**config.mk**
```make
export PLATFORM = sky130hd
export DESIGN_NAME = apb_master_bridge
export DESIGN_NICKNAME = d
export VERILOG_FILES = /design/src/rtl/apb_master_bridge.sv
export SDC_FILE = /design/constraint.sdc
export NUM_CORES = 1
export LEC_CHECK = 0
export BUFFER_PORTS_ARGS = -buffer_cell sky130_fd_sc_hd__buf_2
export CAP_MARGIN = 20
export CORE_MARGIN = 2
export CORE_UTILIZATION = 47
export DETAILED_ROUTE_END_ITERATION = 8
export GPL_ROUTABILITY_DRIVEN = 0
export PLACE_DENSITY = 0.78
export SYNTH_ARGS = -nofsm -noshare
export SYNTH_HDL_FRONTEND = slang
export SYNTH_SLANG_ARGS = --single-unit
```
**constraint.sdc**
```tcl
create_clock -name PCLK_i -period 3.2 [get_ports PCLK_i]
set_clock_uncertainty 0.2 [all_clocks]
set_input_delay 0.32 -clock PCLK_i [delete_from_list [all_inputs] [get_ports PCLK_i]]
set_output_delay 0.32 -clock PCLK_i [all_outputs]
set_load 0.05 [all_outputs]
```
**src/rtl/apb_master_bridge.sv**
```systemverilog
// rtl/apb_master_bridge.sv - APB initiator bridging single host commands onto an 8-bit register bus
//
// Ports:
//   PCLK_i, PRESET_N_i                 clock, asynchronous active-low reset
//   cmd_valid_i / cmd_ready_o          host command handshake (ready only in IDLE)
//   cmd_write_i, cmd_addr_i, cmd_wdata_i  command fields, latched on acceptance
//   rsp_valid_o                        one-cycle completion strobe
//   rsp_rdata_o                        read data (0 after a write or a timeout), held between responses
//   rsp_timeout_o                      qualifies rsp_valid_o: transfer aborted
//   PSEL_o, PENABLE_o, PWRITE_o, PADDR_o, PWDATA_o  APB request outputs (all registered)
//   PRDATA_i, PREADY_i                 APB completer response
module apb_master_bridge #(
    parameter int ADDR_WIDTH     = 8,
    parameter int DATA_WIDTH     = 8,
    parameter int TIMEOUT_CYCLES = 16
) (
    input  logic                  PCLK_i,
    input  logic                  PRESET_N_i,
    input  logic                  cmd_valid_i,
    output logic                  cmd_ready_o,
    input  logic                  cmd_write_i,
    input  logic [ADDR_WIDTH-1:0] cmd_addr_i,
    input  logic [DATA_WIDTH-1:0] cmd_wdata_i,
    output logic                  rsp_valid_o,
    output logic [DATA_WIDTH-1:0] rsp_rdata_o,
    output logic                  rsp_timeout_o,
    output logic                  PSEL_o,
    output logic                  PENABLE_o,
    output logic                  PWRITE_o,
    output logic [ADDR_WIDTH-1:0] PADDR_o,
    output logic [DATA_WIDTH-1:0] PWDATA_o,
    input  logic [DATA_WIDTH-1:0] PRDATA_i,
    input  logic                  PREADY_i
);

    localparam int CNT_RAW = $clog2(TIMEOUT_CYCLES + 1);
    localparam int CNT_W   = (CNT_RAW < 1) ? 1 : CNT_RAW;
    localparam bit TO_EN   = (TIMEOUT_CYCLES != 0);
    // Counter value seen on the edge that is the final permitted wait edge.
    localparam logic [CNT_W-1:0] TO_LAST = CNT_W'(TIMEOUT_CYCLES - 1);
    localparam logic [CNT_W-1:0] CNT_MAX = {CNT_W{1'b1}};

    typedef enum logic [1:0] {ST_IDLE, ST_SETUP, ST_ACCESS} state_t;

    state_t                state_q, state_d;
    logic [CNT_W-1:0]      cnt_q, cnt_d;
    logic                  ready_d, rsp_valid_d, rsp_timeout_d;
    logic                  psel_d, penable_d, pwrite_d;
    logic [ADDR_WIDTH-1:0] paddr_d;
    logic [DATA_WIDTH-1:0] pwdata_d, rdata_d;

    always_ff @(posedge PCLK_i or negedge PRESET_N_i) begin
        if (!PRESET_N_i) begin
            state_q       <= ST_IDLE;
            cnt_q         <= '0;
            cmd_ready_o   <= 1'b1;
            rsp_valid_o   <= 1'b0;
            rsp_timeout_o <= 1'b0;
            rsp_rdata_o   <= '0;
            PSEL_o        <= 1'b0;
            PENABLE_o     <= 1'b0;
            PWRITE_o      <= 1'b0;
            PADDR_o       <= '0;
            PWDATA_o      <= '0;
        end else begin
            state_q       <= state_d;
            cnt_q         <= cnt_d;
            cmd_ready_o   <= ready_d;
            rsp_valid_o   <= rsp_valid_d;
            rsp_timeout_o <= rsp_timeout_d;
            rsp_rdata_o   <= rdata_d;
            PSEL_o        <= psel_d;
            PENABLE_o     <= penable_d;
            PWRITE_o      <= pwrite_d;
            PADDR_o       <= paddr_d;
            PWDATA_o      <= pwdata_d;
        end
    end

    always_comb begin
        state_d       = state_q;
        cnt_d         = cnt_q;
        ready_d       = cmd_ready_o;
        rsp_valid_d   = 1'b0;
        rsp_timeout_d = 1'b0;
        rdata_d       = rsp_rdata_o;
        psel_d        = PSEL_o;
        penable_d     = PENABLE_o;
        pwrite_d      = PWRITE_o;
        paddr_d       = PADDR_o;
        pwdata_d      = PWDATA_o;

        case (state_q)
            ST_IDLE: begin
                ready_d = 1'b1;
                if (cmd_valid_i) begin
                    pwrite_d  = cmd_write_i;
                    paddr_d   = cmd_addr_i;
                    pwdata_d  = cmd_wdata_i;
                    psel_d    = 1'b1;
                    penable_d = 1'b0;
                    ready_d   = 1'b0;
                    state_d   = ST_SETUP;
                end
            end
            ST_SETUP: begin
                penable_d = 1'b1;
                cnt_d     = '0;
                state_d   = ST_ACCESS;
            end
            ST_ACCESS: begin
                // PREADY wins over an expiring count on the same edge.
                if (PREADY_i) begin
                    psel_d      = 1'b0;
                    penable_d   = 1'b0;
                    rsp_valid_d = 1'b1;
                    ready_d     = 1'b1;
                    rdata_d     = PWRITE_o ? '0 : PRDATA_i;
                    state_d     = ST_IDLE;
                end else if (TO_EN && (cnt_q == TO_LAST)) begin
                    psel_d        = 1'b0;
                    penable_d     = 1'b0;
                    rsp_valid_d   = 1'b1;
                    rsp_timeout_d = 1'b1;
                    ready_d       = 1'b1;
                    rdata_d       = '0;
                    state_d       = ST_IDLE;
                end else if (cnt_q != CNT_MAX) begin
                    cnt_d = cnt_q + CNT_W'(1);
                end
            end
            default: begin
                state_d = ST_IDLE;
            end
        endcase
    end

endmodule

```
Word-level counts from Yosys, hierarchy flattened
Cells that the tools add are included.
{"block": "classes", "n_addsub": 1, "eq_ne": 9, "muxes": 26, "n_reduce_logical": 12}
{"cell": "$mux W8", "n": 3}
{"cell": "$mux W5", "n": 3}
{"cell": "$mux W1", "n": 12}
{"cell": "$pmux W5 S2", "n": 1}
{"cell": "$ne A2 B2 Y1 const B", "n": 4}
{"cell": "$reduce_and A2 Y1", "n": 4}
{"cell": "$mux W2", "n": 3}
{"cell": "$pmux W2 S3", "n": 1}
{"cell": "$reduce_and A3 Y1", "n": 2}
{"cell": "$reduce_bool A2 Y1", "n": 3}
{"cell": "$add A5 B1 Y5 const B", "n": 1}
{"cell": "$eq A5 B4 Y1 const B", "n": 1}
{"cell": "$ne A5 B5 Y1 const B", "n": 1}
{"cell": "$pmux W1 S2", "n": 2}
{"cell": "$reduce_and A4 Y1", "n": 1}
{"cell": "$ne A3 B3 Y1 const B", "n": 1}
{"cell": "$pmux W1 S3", "n": 1}
{"cell": "$reduce_bool A3 Y1", "n": 1}
{"cell": "$eq A2 B1 Y1 const B", "n": 1}
{"cell": "$eq A2 B2 Y1 const B", "n": 1}
{"cell": "$logic_not A2 Y1", "n": 1}
{"block": "word_totals", "ff_bits": 37, "inputBits": 29, "elab_cells": 59}

Depth between registers and ports, before layout
{"block": "depth", "ltp_word": 5, "mapped_depth": 6, "depth_no_buf": 6}

Least setup slack after synthesis
Ideal clock, no wire load.
{"block": "synth_path", "path_kind": "reg-to-reg", "start": "reg cnt_q[0]", "end": "reg cnt_q[3]", "setup_time_ps": 69, "t_arrival_ps": 1919, "required_ps": 2931, "setup_slack_ps": 1012, "path_stages_with_launch": 7, "path_cell_list": "dfrtp_1 > ha_1 > and3_1 > ha_1 > or3_4 > or4_1 > nand3_1"}
{"block": "synth_between", "elab_chain_cells": 5, "elab_cells_between_ends": 10}
{"item": "start, declared", "line_no": "46", "rtl": "logic [CNT_W-1:0] cnt_q, cnt_d;"}
{"item": "start signal, assigned", "line_no": "67", "rtl": "cnt_q <= cnt_d;"}
{"item": "$add A5 B1 Y5", "line_no": "129", "rtl": "cnt_d = cnt_q + CNT_W'(1);"}
{"item": "$mux W5", "line_no": "128", "rtl": "end else if (cnt_q != CNT_MAX) begin"}
{"item": "$mux W5", "line_no": "120", "rtl": "end else if (TO_EN && (cnt_q == TO_LAST)) begin"}
{"item": "$mux W5", "line_no": "113", "rtl": "if (PREADY_i) begin"}
{"item": "$pmux W5 S2", "line_no": "93", "rtl": "case (state_q)"}
Parallel ways exist; a longest one is shown, timed or not. The select of a mux whose other input is x is not followed.
A chain may end at the register's enable or synchronous reset.

Worst setup path in the final report
Same ends and word-level chain as after synthesis.

==> impl_metrics.ini <==
[logic_synthesis]
yosysWarnings = 0
synth_nets = 142
synth_area_per_cell_um2 = 13.6
yosys.cell_types.count = 29
seq_area_frac_synth_pct = 61.7
ys_ff_latch = 37
netlist_instances = 110
synthesis.area_mm2 = 0.00150

[timing]
layout_setup_ws_ns = 0.872
slew_headroom_pct = 47.4
slew_violations = 0
hold_viol = 1
rsz0062_at_grt = no
report.final.setup_viol = 0
tightestPinTransition_ns = 0.789
finalSetupTns_ns = 0
hold_slack_ns = -0.000753
post-route-period-util_pct = 72.8
fmax_ghz = 0.430
period_needed_ns = 2.33

[route]
route.detailed.drc = 0
vias = 1177
firstDrtPassIters = 4
vias_per_cell = 5.10
wl_per_cell_um = 14.4
postRouteWirelength_um = 3330
drt-initial-drc-count = 39
ant_nets = 0

[die]
io-pin-count = 59
dieArea_mm2 = 0.00366
fp.dieW_um = 60.5
core_area_mm2 = 0.00305
start_util_pct = 49.2
placement_rows = 20
die_h_um = 60.5

[clocking]
clock_path_buffers = 2
clock_latency_ns = 0.35
clkSlewWorstSetupHoldPaths_ns = 0.11
cts_htree_levels = 2
cts-root-buf = clkbuf_4
numCtsBuffers = 5
clock_sinks = 37
tritoncts = done

[finish]
nFillCells = 248
antenna_cells = 0
post-route-util_pct = 66.5
fin_cells = 231
syn2layout_area_growth_pct = 35.3
drive_above_1_share_pct = 45.5
mostFrequentLayoutCell = buf_2
nets = 218
layout.cells.most_common_list = buf_2 (58), dfrtp_1 (36), mux2_2 (17), dlygate4sd3_1 (15), a22o_1 (8)

[run_status]
status = finished with violations
violations = negative hold slack

[min_path]
worstHoldStart = cmd_wdata_i[4]
whs_path_depth = 2
hp-class = in2reg
hold_end = PWDATA_o[4]

[global_route]
antenna_found_initial = 0
grt.total_usage_pct = 20.6
grt_max_degree = 38
overflow = 0
grt_pass1_wl_um = 5400
grt_pass1_vias = 1199

[critical_path]
reg2reg_to = cnt_q[3]
cp_cell_sequence = ha_1, and3_1, ha_1, or3_4, or4_1, nand3_1
timing.critical_path.fanout_max = 5
reg2reg_from = cnt_q[0]
crit_family = simple AND/OR/NAND/NOR gates
reg2reg_slack_ns = 0.87
reg2reg_depth = 6
slowest_stage = or4_1
cp_data_arrival_time_ns = 2.43
crit_type = reg2reg
crit_top_cell = ha_1
startpoint_type = flop
crit_path_max_incr_delay_ns = 0.49
worst-path-buf-inv = 0
worstSetupEndpointType = flop
crit_required_ns = 3.30

[power]
powerDensity_mw_per_mm2 = 1060
p_leak_uw = 0.000994
ir_drop_mv = 0.613

[place]
dp.cells = 208
port_buffers = 58
pre_cts_slack_ns = 0.885
dp_hpwl_um = 2230

[run]
cap_violations = 0
[stage by stage]
stage	total power [uW]	cell area (um2)
floorplan	1650	1500
global placement	1860	1820
detailed placement	1890	1820
CTS	2160	2010
global route	2260	2030
finish	2150	2030
[sequential cells by signal (all words and copies together) (netlist names)]
name           flops
PADDR_o            8
PENABLE_o          1
PSEL_o             1
PWDATA_o           8
PWRITE_o           1
cmd_ready_o        1
cnt_q              5
rsp_rdata_o        8
rsp_timeout_o      1
rsp_valid_o        1
state_q            2
[kinds of logic (layout without fill, tap and decap cells)]
kind of cell             Yosys count  in the layout  synth area share [%]
AND/OR/NAND/NOR                   23             23                  9.50
buffers and inverters              7             84                  2.42
flip-flops                        37             37                  61.8
adder cells (fa/ha/maj)            3              3                  2.50
AO/OA/AOI/OAI                     23             23                  11.1
multiplexers                      17             17                  12.7
[Yosys cell counts]
master,count,area share (%)
a21o_1,1,0.50
a21oi_1,3,1.0
a22o_1,8,4.7
a311o_1,1,0.67
and3_1,1,0.42
buf_2,2,0.67
buf_6,1,0.75
clkbuf_1,1,0.25
dfrtp_1,36,60
dfstp_2,1,1.8
ha_1,3,2.5
inv_1,3,0.75
mux2_2,17,13
nand2_1,3,0.75
nand2b_1,3,1.3
nand3_1,5,1.7
nand4_1,2,0.83
nor2_1,2,0.50
nor2_4,1,0.75
nor2b_1,1,0.42
nor3_1,1,0.33
nor3b_1,1,0.50
nor3b_2,1,0.83
o211ai_1,4,2.0
o21ai_0,4,1.3
o21ai_1,1,0.33
o22a_1,1,0.58
or3_4,1,0.75
or4_1,1,0.50
[worst register-to-register path, delay by kind of cell (launching register included)]
family / cells / cell delay (ns)
adder cells (fa/ha/maj): 2 / 0.48
flip-flops: 1 / 0.42
AND/OR/NAND/NOR: 4 / 1.19
[timing repair]
action,4_1_cts,5_1_grt
hold buffers,13,2
gates resized for setup,0,0
endpoints found under the hold margin,48,2
setup buffers,0,0
[worst max-delay path by stage]
stage          startpoint       end  depth (start not counted)
2_1_floorplan    cnt_q[0]  cnt_q[3]                          6
3_3_place_gp     cnt_q[0]  cnt_q[3]                          6
3_5_place_dp     cnt_q[0]  cnt_q[3]                          6
4_1_cts          cnt_q[0]  cnt_q[3]                          6
5_1_grt          cnt_q[0]  cnt_q[3]                          6
6_report         cnt_q[0]  cnt_q[3]                          6
[report_power, final]
part | internal (uW) | switching, uW | leakage, uW
Clock | 108 | 151 | 0.0000326
Combinational | 316 | 805 | 0.000504
Sequential | 654 | 121 | 0.000458
Total | 1080 | 1080 | 0.000994
[cell type report]
class                   count  area [um2]  area share, %
clock buffers               8        58.8           2.90
inverters                   3        11.3          0.555
multi-input cells          66         538           26.5
flip-flops and latches     37         927           45.7
well taps                  44        55.1           2.71
repair buffers             73         440           21.7
[layer usage]
layer	vias up	track usage [%]	part of all wire (%)
li1	556	-	-
met1	581	24.5	40
met2	33	35.4	53
met3	7	4.69	5.2
met4	0	10.2	1.7
met5	-	0	0
(Power assumes the default switching activity.)
